File: src/rtl/calc_input_conditioner_pkg.sv
// Shared definitions for the calculator input conditioner: button indices and debounce FSM states.
package calc_input_conditioner_pkg;

    // Button bit positions on btn_in / btn_level / btn_press
    localparam int unsigned BTN_C = 0;
    localparam int unsigned BTN_L = 1;
    localparam int unsigned BTN_R = 2;
    localparam int unsigned BTN_U = 3;
    localparam int unsigned BTN_D = 4;

    // Per-button debounce state
    typedef enum logic [1:0] {
        S_LOW  = 2'd0,
        S_RISE = 2'd1,
        S_HIGH = 2'd2,
        S_FALL = 2'd3
    } btn_state_e;

endpackage

File: src/rtl/btn_debounce_ch.sv
// One button channel: synchroniser, debounce FSM and stability counter, producing a clean level and a press pulse.
module btn_debounce_ch
    import calc_input_conditioner_pkg::*;
#(
    parameter int unsigned SYNC_STAGES     = 2,
    parameter int unsigned DEBOUNCE_CYCLES = 1000000
) (
    input  logic clk,
    input  logic rst_n,
    input  logic raw,
    output logic level,
    output logic press
);

    localparam int unsigned CNT_W = $clog2(DEBOUNCE_CYCLES + 1);
    localparam logic [CNT_W-1:0] CNT_MAX = CNT_W'(DEBOUNCE_CYCLES);

    logic [SYNC_STAGES-1:0] sync_q;
    logic                   s;
    btn_state_e             state_q, state_d;
    logic [CNT_W-1:0]       cnt_q, cnt_d;
    logic                   level_q, level_d;
    logic                   press_q, press_d;

    assign s = sync_q[SYNC_STAGES-1];

    // Metastability chain; bit 0 takes the raw pin
    always_ff @(posedge clk) begin
        if (!rst_n) begin
            sync_q <= '0;
        end else begin
            sync_q <= {sync_q[SYNC_STAGES-2:0], raw};
        end
    end

    // State, counter and output registers
    always_ff @(posedge clk) begin
        if (!rst_n) begin
            state_q <= S_LOW;
            cnt_q   <= '0;
            level_q <= 1'b0;
            press_q <= 1'b0;
        end else begin
            state_q <= state_d;
            cnt_q   <= cnt_d;
            level_q <= level_d;
            press_q <= press_d;
        end
    end

    // Next-state: any reversal during a RISE/FALL run restarts from the settled state
    always_comb begin
        state_d = state_q;
        cnt_d   = cnt_q;
        level_d = level_q;
        press_d = 1'b0;
        case (state_q)
            S_LOW: begin
                if (s) begin
                    state_d = S_RISE;
                    cnt_d   = CNT_W'(1);
                end
            end
            S_RISE: begin
                if (!s) begin
                    state_d = S_LOW;
                    cnt_d   = '0;
                end else if (cnt_q == CNT_MAX) begin
                    state_d = S_HIGH;
                    level_d = 1'b1;
                    press_d = 1'b1;
                    cnt_d   = '0;
                end else begin
                    cnt_d = cnt_q + CNT_W'(1);
                end
            end
            S_HIGH: begin
                if (!s) begin
                    state_d = S_FALL;
                    cnt_d   = CNT_W'(1);
                end
            end
            S_FALL: begin
                if (s) begin
                    state_d = S_HIGH;
                    cnt_d   = '0;
                end else if (cnt_q == CNT_MAX) begin
                    state_d = S_LOW;
                    level_d = 1'b0;
                    cnt_d   = '0;
                end else begin
                    cnt_d = cnt_q + CNT_W'(1);
                end
            end
            default: begin
                state_d = S_LOW;
                cnt_d   = '0;
                level_d = 1'b0;
            end
        endcase
    end

    assign level = level_q;
    assign press = press_q;

endmodule

File: src/rtl/calc_input_conditioner.sv
// Board input front-end for the calculator: debounced buttons with press pulses, synchronised switches.
module calc_input_conditioner
    import calc_input_conditioner_pkg::*;
#(
    parameter int unsigned N_BTN           = 5,
    parameter int unsigned SW_W            = 16,
    parameter int unsigned SYNC_STAGES     = 2,
    parameter int unsigned DEBOUNCE_CYCLES = 1000000
) (
    input  logic             clk,
    input  logic             rst_n,
    input  logic [N_BTN-1:0] btn_in,
    input  logic [SW_W-1:0]  sw_in,
    output logic [N_BTN-1:0] btn_level,
    output logic [N_BTN-1:0] btn_press,
    output logic [SW_W-1:0]  sw_sync
);

    logic [SYNC_STAGES-1:0][SW_W-1:0] sw_q;

    // Switch synchroniser; stage 0 takes the raw bus, last stage drives sw_sync
    always_ff @(posedge clk) begin
        if (!rst_n) begin
            sw_q <= '0;
        end else begin
            sw_q <= {sw_q[SYNC_STAGES-2:0], sw_in};
        end
    end

    assign sw_sync = sw_q[SYNC_STAGES-1];

    // Independent debounce channel per button
    for (genvar i = 0; i < N_BTN; i++) begin : g_btn
        btn_debounce_ch #(
            .SYNC_STAGES    (SYNC_STAGES),
            .DEBOUNCE_CYCLES(DEBOUNCE_CYCLES)
        ) u_ch (
            .clk  (clk),
            .rst_n(rst_n),
            .raw  (btn_in[i]),
            .level(btn_level[i]),
            .press(btn_press[i])
        );
    end

endmodule

File: config.mk
export PLATFORM = sky130hd
export DESIGN_NAME = calc_input_conditioner
export DESIGN_NICKNAME = d
export VERILOG_FILES = /design/src/rtl/calc_input_conditioner_pkg.sv /design/src/rtl/btn_debounce_ch.sv /design/src/rtl/calc_input_conditioner.sv
export SDC_FILE = /design/constraint.sdc
export NUM_CORES = 1
export LEC_CHECK = 0
export CORE_MARGIN = 2
export CORE_UTILIZATION = 53
export DETAILED_ROUTE_END_ITERATION = 10
export HOLD_SLACK_MARGIN = 0.08
export PLACE_DENSITY_LB_ADDON = 0.05
export SETUP_SLACK_MARGIN = 0.1
export SKIP_CTS_REPAIR_TIMING = 1
export SLEW_MARGIN = 20
export SYNTH_ARGS = -nofsm -noshare
export SYNTH_HDL_FRONTEND = slang
export SYNTH_SLANG_ARGS = --single-unit
File: constraint.sdc
create_clock -name clk -period 1.9 [get_ports clk]
set_input_delay 0.19 -clock clk [delete_from_list [all_inputs] [get_ports clk]]
set_output_delay 0.19 -clock clk [all_outputs]
set_load 0.05 [all_outputs]
After elaboration in Yosys (flattened, before gate mapping)
Index checks and enable logic that the tools add are counted.
W data, S select, Z words.
{ "totals": {"regBits": 162, "output_inout_bits": 26, "elab_cells": 217, "in_bits": 23} }
{ "op_classes": {"addsub": 5, "reduce_logical": 30, "eq_ne": 60, "mux": 95} }
{ "ops": {"columns": ["op", "count"], "rows": [
  ["$mux W20", 25],
  ["$pmux W20 S4", 5],
  ["$add A20 B1 Y20 const B", 5],
  ["$eq A20 B20 Y1 const B", 5],
  ["$mux W2", 30],
  ["$ne A2 B1 Y1 const B", 20],
  ["$pmux W2 S4", 5],
  ["$mux W1", 25],
  ["$reduce_and A5 Y1", 5],
  ["$eq A2 B2 Y1 const B", 10],
  ["$ne A2 B2 Y1 const B", 10],
  ["$reduce_and A4 Y1", 5],
  ["$ne A3 B1 Y1 const B", 5],
  ["$ne A3 B3 Y1 const B", 5],
  ["$reduce_and A3 Y1", 5],
  ["$eq A2 B1 Y1 const B", 5],
  ["$logic_not A2 Y1", 5],
  ["$pmux W1 S2", 5],
  ["$reduce_and A2 Y1", 5],
  ["$reduce_bool A2 Y1", 5]
]} }

Logic depth before layout (Yosys ltp)
Gate-level depths: netlist of the first run.
{ "logic_depth": {"word_depth": 4, "ltp_mapped": 9, "mapped_depth_nobuf": 7} }

Modules after synthesis
A second synthesis of the first run with hierarchy kept.
{ "hier_totals": {"hier_cells": 846, "hier_area_um2": 7624.8} }
{ "by_module_without_submodules": {"columns": ["mod", "cells_each", "n_inst", "area_per_inst_um2", "seq_area_each_um2"], "rows": [
  ["btn_debounce_ch (g_btn[0].u_ch ...)", 152, 4, 1317.5, 520.5],
  ["btn_debounce_ch (g_btn[4].u_ch)", 155, 1, 1338.8, 520.5],
  ["calc_input_conditioner", 83, 1, 1016.0, 640.6]
]} }

Least setup slack after synthesis of the first run
No wires, ideal clock.
{ "synth_timing": {"kind": "register to register", "startpoint": "reg g_btn[0].u_ch.cnt_q[0]", "endpoint": "reg g_btn[0].u_ch.cnt_q[5]", "slack_ps": -156, "path_buffers": 2, "synth_period_minus_slack_ps": 2056, "required_ps": 1776, "path_stages_with_launch": 10, "arrival_time_ps": 1932, "setup_ps": 124, "path_cell_list": "dfxtp_1 > inv_1 > ha_1 > or4bb_1 > nor3_4 > a211oi_2 > buf_6 > buf_6 > a31oi_1 > o31ai_1"} }
{ "synth_via": {"elab_chain_cells": 4, "word_cells_on_any_way": 6, "classes_between": "1 x add/sub; 1 x eq/ne; 4 x mux"} }
{ "synth_rtl": {"columns": ["element", "line_no", "rtl"], "rows": [
  ["start: declaration", "btn_debounce_ch.sv:21", "logic [CNT_W-1:0] cnt_q, cnt_d;"],
  ["start signal: assignment", "btn_debounce_ch.sv:45", "cnt_q <= cnt_d;"],
  ["$add A20 B1 Y20 / $eq A20 B20 Y1 (equally long branches)", null, null],
  ["$mux W20 *", "btn_debounce_ch.sv:68, btn_debounce_ch.sv:87", null],
  ["$mux W20 (on tied branches)", "btn_debounce_ch.sv:84, btn_debounce_ch.sv:65", null],
  ["$pmux W20 S4 *", "btn_debounce_ch.sv:57", "case (state_q)"]
]} }
Every way passes the cells marked *; elsewhere a longest branch is shown, timed or not.
A chain may end at the register's enable or synchronous reset.

==> results of run 1 <==
[registers in the layout (all words and copies together) (netlist names), named ones only]
name                cells
sw_q                   16
g_btn.u_ch.press        5
g_btn.u_ch.sync_q      10
g_btn.u_ch.state_q      5
g_btn.u_ch.level        5
g_btn.u_ch.cnt_q      100
sw_sync                16
[final timing paths]
path | slack [ns] | endpoint | from
setup / recovery | -0.04 | flip-flop | g_btn[4].u_ch.cnt_q[11]
hold / removal | 0.24 | g_btn[4].u_ch.cnt_q[1] | rst_n
setup reg to reg | -0.04 | flip-flop | g_btn[4].u_ch.cnt_q[11]
hold reg to reg | 0.43 | sw_sync[7] | sw_q[7]
[cell usage in the layout (no fill, tap or decap), types with 7 or more instances in the layout]
cell               n
inv_1             28
and4_1             9
a21o_1             9
nor2_1            38
dfxtp_2           18
a22o_1            10
o21ai_0           30
nand3_1           52
xnor2_1            7
a41oi_2            8
ha_1               7
clkbuf_16         20
nand2b_1          16
clkdlybuf4s50_1   41
a31oi_1           45
dfxtp_1          143
and2_1            48
buf_4             78
nor3_1            21
nand4_1           23
nand2_1           74
mux2i_1            8
a21oi_1           47
xor2_1            10
a21oi_2           13
and3_1            23
[worst max-delay path, cell delays in order, from the launching register on]
cell	delay, ns
dfxtp_2	0.32
or4b_4	0.55
nor4_4	0.34
buf_4	0.18
and3_4	0.19
mux2i_1	0.19
nor2_1	0.05
[report_power, final]
group / internal, mW / total [mW] / switching, mW
registers: 3.46 / 3.49 / 0.0339
clock network: 2.13 / 3.46 / 1.33
logic: 0.176 / 0.422 / 0.245
total: 5.76 / 7.37 / 1.61
[metrics by stage]
stage,setup TNS [ns],cells
2_1_floorplan,0,870
3_3_place_gp,0,1111
3_5_place_dp,-0.0961,1111
4_1_cts,-0.207,1143
5_1_grt,-1.30,1159
6_report,-0.0777,1159
[routing by layer]
| metal | share of wire [%] | GRT usage, % | up-vias |
|---|---|---|---|
| met4 | 1.4 | 7.04 | 0 |
| met3 | 3.7 | 5.44 | 24 |
| met1 | 43 | 27.9 | 3247 |
| met5 | 0 | 0 | - |
| li1 | - | - | 3351 |
| met2 | 52 | 42.1 | 146 |
[final cells by class]
type                    instances  area [µm²]  share of cell area [%]
clock buffers                  22         464                    4.79
flip-flops and latches        162        3270                    33.7
well taps                     180         225                    2.32
repair buffers                141        1340                    13.8
multi-input cells             613        4150                    42.8
inverters                      31         116                    1.20
clock inverters                10         133                    1.37
[kinds of logic after synthesis]
group,count (synthesis),share of synthesized area (%)
xor+xnor,18,2.10
fa+ha+maj,10,1.67
flops,162,43.3
buf+inv,96,6.58
mux,8,1.07
compound gates,210,17.9
simple gates,366,27.4
==> results.toml, run 1 <==
[global_routing]
grt_pass1_wl_um = 28700
antenna_found_initial = 0
overflow = 0
grt_max_degree = 64
grt_pass1_vias = 6351
track_usage_pct = 23.5

[clock_tree]
worstSkewPairLatency_ns = 0.42
htreeDepth = 4
cts.sinks = 162
cts_buffers = 17
root_buffer = "clkbuf_16"
clockBufferDepth = 2
cts_tree = "built"
clkTransAtPathRegs_ns = 0.06

[cells_and_area]
area_delta_synth_final_pct = 29.4
insertedDiodeCount = 0
drive_above_1_share_pct = 22.9
final_nets = 999
finish.instance_area_um2 = 9700
fillers = 1041
postLayoutCoreUtil_pct = 70.2

[die]
std_cell_rows = 43
io_pins = 49
start_util_pct = 54.2
die_x_um = 123
fp.dieArea_um2 = 15100
core-area_um2 = 13800
fp.dieH_um = 123

[critical_path]
crit_required_ns = 2.21
crit_fanout = 3
arrival_ns = 2.25
worstSetupPathType = "reg -> reg"
end_kind = "flip-flop"
r2r_cells = 6
startpoint_type = "flip-flop"

[drt]
firstDrtPassIters = 4
route.detailed.drc = 0
viasPerCell = 5.84
wl_um = 18400
ant_nets = 0
vias = 6768
dr.first_iter.drc_count = 449
wl_per_cell_um = 15.9

[timing]
max-slew-margin-rel_pct = 48.8
hold_violations = 0
finalSetupViolCount = 4
fin_crit_ns = 1.94
period_share_pct = 102
finClkSkew_ns = 0.00638
whs_ns = 0.244
max_freq_mhz = 515
tightestPinTransition_ns = 0.764
drv_slew = 0
fin_ws_ns = -0.0414
grt_setup_unrepaired = "true"

[synthesis]
synth_cells = 870
synth_top_area_share_pct = 43.3
syn_avg_cell_area_um2 = 8.61
async_reset_ff_share_pct = 0
yosysUniqueCellTypes = 63
ys_ff_latch = 162
synth_seq_area_share_pct = 43.3
syn-cell-area_um2 = 7490
yosysMostFrequentCell = "dfxtp_1"
yosysWarnings = 0
synth_commonest_cells = "dfxtp_1, nand2_1, a21oi_1, nand3_1"
yosysTopAreaCell = "dfxtp_1"
ys_top_cells_by_area = "dfxtp_1, a31oi_1, and2_1, a21oi_1, nand2_1"
synth_edf_count = 0
syn_nets = 903
synth_ff_type = "dfxtp_1"

[place]
place_area_um2 = 8570
place_ws_ns = -0.0200
place.gp.congestion = 0.838
dp_hpwl_um = 11900
port_buffers = 48

[pwr]
power_density_nw_per_um2 = 760
p_leak_nw = 3.68
total_power_mw = 7.37
ir_drop_mv = 0.712

[status]
status = "finished with violations"
violations = "negative setup slack"

[min_path]
hold_class = "in -> reg"
min_delay_path_depth = 3

[run]
maxCapViolCount = 0
(Power assumes the default switching activity.)
==> inputs of run 2 (changes only) <==
--- a/config.mk
+++ b/config.mk
@@ -5,10 +5,10 @@
 export SDC_FILE = /design/constraint.sdc
 export NUM_CORES = 1
 export LEC_CHECK = 0
+export ABC_AREA = 1
 export CORE_MARGIN = 2
-export CORE_UTILIZATION = 53
+export CORE_UTILIZATION = 54
 export DETAILED_ROUTE_END_ITERATION = 10
-export HOLD_SLACK_MARGIN = 0.08
 export PLACE_DENSITY_LB_ADDON = 0.05
 export SETUP_SLACK_MARGIN = 0.1
 export SKIP_CTS_REPAIR_TIMING = 1
==> run 2 against run 1 <==
Net effect:
- the run now ends clean
- die area rose by 13%
- worst setup slack improved by 0.20 ns
- total power grew 1.1%
- cell area rose by 2.8%
- sequential cell count unchanged
- critical path type is now reg -> out
- largest power group unchanged
==> results.toml, run 2 <==
[status]
status = "finished clean"

[timing]
max-slew-margin-rel_pct = 64.3
tightestPinTransition_ns = 0.535
finClkSkew_ns = 0.00873
whs_ns = 0.0198
fin_ws_ns = 0.161
fin_crit_ns = 1.74
finalSetupViolCount = 0
max_freq_mhz = 575
period_share_pct = 91.5
timing.setup.tns_ns = 0
grt_setup_unrepaired = "true"
drv_slew = 0
hold_violations = 0

[clock_tree]
cts_tree = "built"
htreeDepth = 4
worstSkewPairLatency_ns = 0.43
cts_buffers = 17
root_buffer = "clkbuf_16"
clkTransAtPathRegs_ns = 0.07
clockBufferDepth = 2
cts.sinks = 162

[global_routing]
track_usage_pct = 22.9
grt_pass1_vias = 7019
grt_max_degree = 67
grt_pass1_wl_um = 31900
overflow = 0
antenna_found_initial = 0

[cells_and_area]
multi_input_area_um2 = 4440
regArea_um2 = 3240
finish.instance_area_um2 = 9970
insertedDiodeCount = 0
drive_above_1_share_pct = 6.72
largest_register_ffs = 100
layout_commonest_cell = "nand2_1"
layout_common_cells = "nand2_1, inv_1, nor2_1"
area_delta_synth_final_pct = 14.6
top_register = "g_btn.u_ch.cnt_q"
final_nets = 1449
fillers = 1520

[critical_path]
crit_fanout = 1
worstSetupPathType = "reg -> out"
crit_required_ns = 1.71
end_kind = "output pin"
arrival_ns = 1.55
crit_chain = "clkdlybuf4s50_1"
critPathTopFamily = "buffers and inverters"
slowest_delay_ns = 0.80
slowest_stage = "clkdlybuf4s50_1"
startpoint_type = "flip-flop"
crit_buf_inv = 1

[place]
port_buffers = 48
place_ws_ns = 0.0119
dp_hpwl_um = 13500
place_area_um2 = 9300
place.gp.congestion = 0.892

[synthesis]
synth_cells = 1380
ys_ff_latch = 162
yosysMostFrequentCell = "nand2_1"
yosysWarnings = 0
synth_commonest_cells = "nand2_1, inv_1, nor2_1, dfxtp_1, nand3_1"
syn-cell-area_um2 = 8700
ys_top_cells_by_area = "dfxtp_1, nand2_1, inv_1, nor2_1, nand3_1"
async_reset_ff_share_pct = 0
synth_top_area_share_pct = 37.3
syn_avg_cell_area_um2 = 6.30
syn_nets = 1413
synth_ff_type = "dfxtp_1"
yosysTopAreaCell = "dfxtp_1"
synth_edf_count = 0
synth_seq_area_share_pct = 37.3
yosysUniqueCellTypes = 37

[drt]
route.detailed.drc = 0
dr.first_iter.drc_count = 624
firstDrtPassIters = 7
wl_um = 19100
vias = 8196
ant_nets = 0
viasPerCell = 4.98
wl_per_cell_um = 11.6

[die]
fp.dieH_um = 131
fp.dieArea_um2 = 17100
std_cell_rows = 46
start_util_pct = 55.0
core-area_um2 = 15800
io_pins = 49
die_x_um = 131

[pwr]
power_density_nw_per_um2 = 747
p_leak_nw = 4.09
ir_drop_mv = 0.634

[min_path]
hold_class = "in -> reg"

[run]
maxCapViolCount = 0
-- run 2: cell count changes after synthesis, sizes merged, moves of 14 or more --
cell / before / now
nand2: 75 / 452
inv: 31 / 189
nor2: 39 / 188
and2: 50 / 0
a31oi: 49 / 0
nand3: 56 / 87
a21oi: 61 / 89
and3: 28 / 1
o21ai: 34 / 52
nand2b: 16 / 0
a41oi: 14 / 0
-- run 2: stage by stage --
step                      power (mW)  utilization [%]  std cells
after floorplan                 3.93                -       1380
after global placement          4.10             58.8       1611
after detailed placement        4.10             58.8       1611
after CTS                       7.53             62.5       1643
after global routing            7.73             63.0       1645
final                           7.45             63.0       1645
-- run 2: area by class of cell --
class | instances | area share (%)
clock buffers | 19 | 4.54
clock inverters | 13 | 1.38
inverters | 191 | 7.19
multi-input cells | 971 | 44.6
flip-flops and latches | 162 | 32.5
well taps | 216 | 2.71
repair buffers | 73 | 7.10
-- run 2: cell families (layout without fill, tap and decap cells) --
group | Yosys count | in the layout | synth area share [%]
buffers and inverters | 248 | 296 | 12.1
AO/OA/AOI/OAI | 161 | 161 | 10.1
flip-flops | 162 | 162 | 37.3
adder cells (fa/ha/maj) | 10 | 10 | 1.44
AND/OR/NAND/NOR | 781 | 782 | 37.1
XOR/XNOR | 18 | 18 | 1.90
-- run 2: routing by layer --
layer,GRT usage [%],vias to the layer above,part of all wire (%)
met5,0,-,0
met4,5.69,0,0.89
met3,6.03,15,6.1
met2,35.0,191,43
met1,32.4,3636,50
li1,-,4354,-
-- run 2: report_power, final --
group	leakage, nW	internal [mW]	total (mW)	switching [mW]
Clock	0.286	1.92	3.43	1.51
Combinational	2.49	0.175	0.522	0.348
Sequential	1.32	3.47	3.50	0.0356
-- run 2: final timing paths --
path                            from                      end  slack [ns]  cells past startpoint
max                      sw_sync[15]              sw_sync[15]        0.16                      1
min reg2reg  g_btn[2].u_ch.sync_q[0]  g_btn[2].u_ch.sync_q[1]        0.41                      2
min                            rst_n  g_btn[1].u_ch.sync_q[1]        0.02                      3
max reg2reg   g_btn[3].u_ch.cnt_q[1]  g_btn[3].u_ch.cnt_q[16]        0.24                      9
==> inputs of run 3 (changes only) <==
--- a/config.mk
+++ b/config.mk
@@ -9,7 +9,7 @@
 export CORE_MARGIN = 2
 export CORE_UTILIZATION = 54
 export DETAILED_ROUTE_END_ITERATION = 10
-export PLACE_DENSITY_LB_ADDON = 0.05
+export PLACE_DENSITY = 0.76
 export SETUP_SLACK_MARGIN = 0.1
 export SKIP_CTS_REPAIR_TIMING = 1
 export SLEW_MARGIN = 20
==> run 3 against run 2 <==
Net effect:
- total power is 1.2% higher
- routed wire length is 0.12% higher
- critical endpoint is now sw_sync[0]
- critical path type unchanged
- cell area is 0.35% higher
- critical path depth stayed put
- highest routed layer unchanged
- clock power is 2% higher
- global-route usage is 0.66 points higher
- count of clock-buffer cells in the layout is 2 lower
==> results.toml, run 3 (synthesis gave the netlist of run 2 again) <==
[drt]
vias = 8193
viasPerCell = 4.98
ant_nets = 0
top_layer = "met4"
route.detailed.drc = 0
firstDrtPassIters = 5
wl_met2_um = 9110
wl_met1_um = 8990
dr.first_iter.drc_count = 558
wl_um = 19100
wl_met3_um = 695
wl_per_cell_um = 11.6

[critical_path]
slowest_delay_ns = 0.80
end_kind = "output pin"
arrival_ns = 1.56
r2r_cells = 11
crit_fanout = 1
crit_buf_inv = 1
crit_chain = "clkdlybuf4s50_1"
crit_required_ns = 1.71
critPathTopFamily = "buffers and inverters"
worstSetupPathType = "reg -> out"
startpoint_type = "flip-flop"
slowest_stage = "clkdlybuf4s50_1"
path_depth = 1

[place]
port_buffers = 48
dp.cells = 1607
dp_hpwl_um = 13500
place.gp.congestion = 0.916

[die]
core-area_um2 = 15800
start_util_pct = 55.0
fp.dieArea_um2 = 17100
fp.dieH_um = 131
std_cell_rows = 46
io_pins = 49
die_x_um = 131

[pwr]
ir_drop_mv = 0.713
power_density_nw_per_um2 = 754
seqPwrFrac_pct = 46.4
clock_power_share_pct = 46.5
p_sw_share_pct = 26.5
power.internal_mw = 5.54
combPwrFrac_pct = 7.1
p_leak_nw = 4.09
power.switching_mw = 2.00

[timing]
fin_crit_ns = 1.75
hold_violations = 0
grt_setup_unrepaired = "false"
finClkSkew_ns = 0.0107
whs_ns = 0.120
period_share_pct = 92.2
drv_slew = 0
max_freq_mhz = 571
max-slew-margin-rel_pct = 61.3
tightestPinTransition_ns = 0.579
finalSetupViolCount = 0

[cells_and_area]
final_nets = 1448
insertedDiodeCount = 0
layout_common_cells = "nand2_1, inv_1, nor2_1"
instances_no_fill = 1644
layout_commonest_cell = "nand2_1"
drive_above_1_share_pct = 6.65
fillers = 1456
largest_register_ffs = 100
area_delta_synth_final_pct = 15.0
top_register = "g_btn.u_ch.cnt_q"

[clock_tree]
clkTransAtPathRegs_ns = 0.07
root_buffer = "clkbuf_16"
cts.sinks = 162
cts_buffers = 17
worstSkewPairLatency_ns = 0.44
htreeDepth = 4
cts_tree = "built"
clockBufferDepth = 2

[global_routing]
antenna_found_initial = 0
overflow = 0
grt_pass1_wl_um = 32900
grt_max_degree = 47
track_usage_pct = 23.6
grt_pass1_vias = 7443

[status]
status = "finished clean"

[min_path]
hold_class = "in -> reg"
min_delay_path_depth = 3

[run]
maxCapViolCount = 0
==> run 3: layout make-up <==
cell class	instances	area, µm²	share of cell area, %
well taps	216	270	2.70
flip-flops and latches	162	3240	32.4
repair buffers	73	733	7.33
inverters	191	717	7.16
clock buffers	17	425	4.25
multi-input cells	970	4440	44.3
clock inverters	15	180	1.80
==> run 3: tightest hold or removal path, cell delays in order <==
cell and delay [ns]:
buf_4 0.20, nand2_1 0.09, inv_1 0.03
==> run 3: through the flow <==
| step | area, µm² | util [%] | TNS, ns | total power, mW | setup WS [ns] |
|---|---|---|---|---|---|
| global placement | 9280 | 58.6 | 0 | 4.11 | 0.0307 |
| global route | 10000 | 63.2 | 0 | 7.80 | 0.100 |
| detailed placement | 9280 | 58.6 | -0.168 | 4.11 | -0.0556 |
| CTS | 9890 | 62.5 | -0.270 | 7.61 | -0.0848 |
| finish | 10000 | 63.2 | 0 | 7.54 | 0.147 |
| floorplan | 8700 | - | 0 | 3.93 | 0.447 |
==> run 3: routing by layer <==
metal	GRT usage [%]	vias to the layer above
met2	41.2	142
met1	29.3	3665
met3	4.72	27
met4	7.57	0
li1	-	4359
met5	0	-
==> run 3: path summary, 6_finish.rpt <==
path                               start                      end  slack, ns
setup / recovery              sw_sync[0]               sw_sync[0]       0.15
hold / removal                     rst_n   g_btn[0].u_ch.cnt_q[3]       0.12
setup reg to reg  g_btn[3].u_ch.cnt_q[0]  g_btn[3].u_ch.cnt_q[19]       0.21
hold reg to reg                  sw_q[6]               sw_sync[6]       0.41
==> run 3: power groups by stage <==
| stage | combinational, mW | sequential [mW] | clock [mW] |
|---|---|---|---|
| 2_1_floorplan | 0.356 | 3.57 | 0 |
| 3_3_place_gp | 0.527 | 3.58 | 0 |
| 3_5_place_dp | 0.532 | 3.58 | 0 |
| 4_1_cts | 0.537 | 3.50 | 3.57 |
| 5_1_grt | 0.591 | 3.51 | 3.70 |
| 6_report | 0.532 | 3.50 | 3.51 |
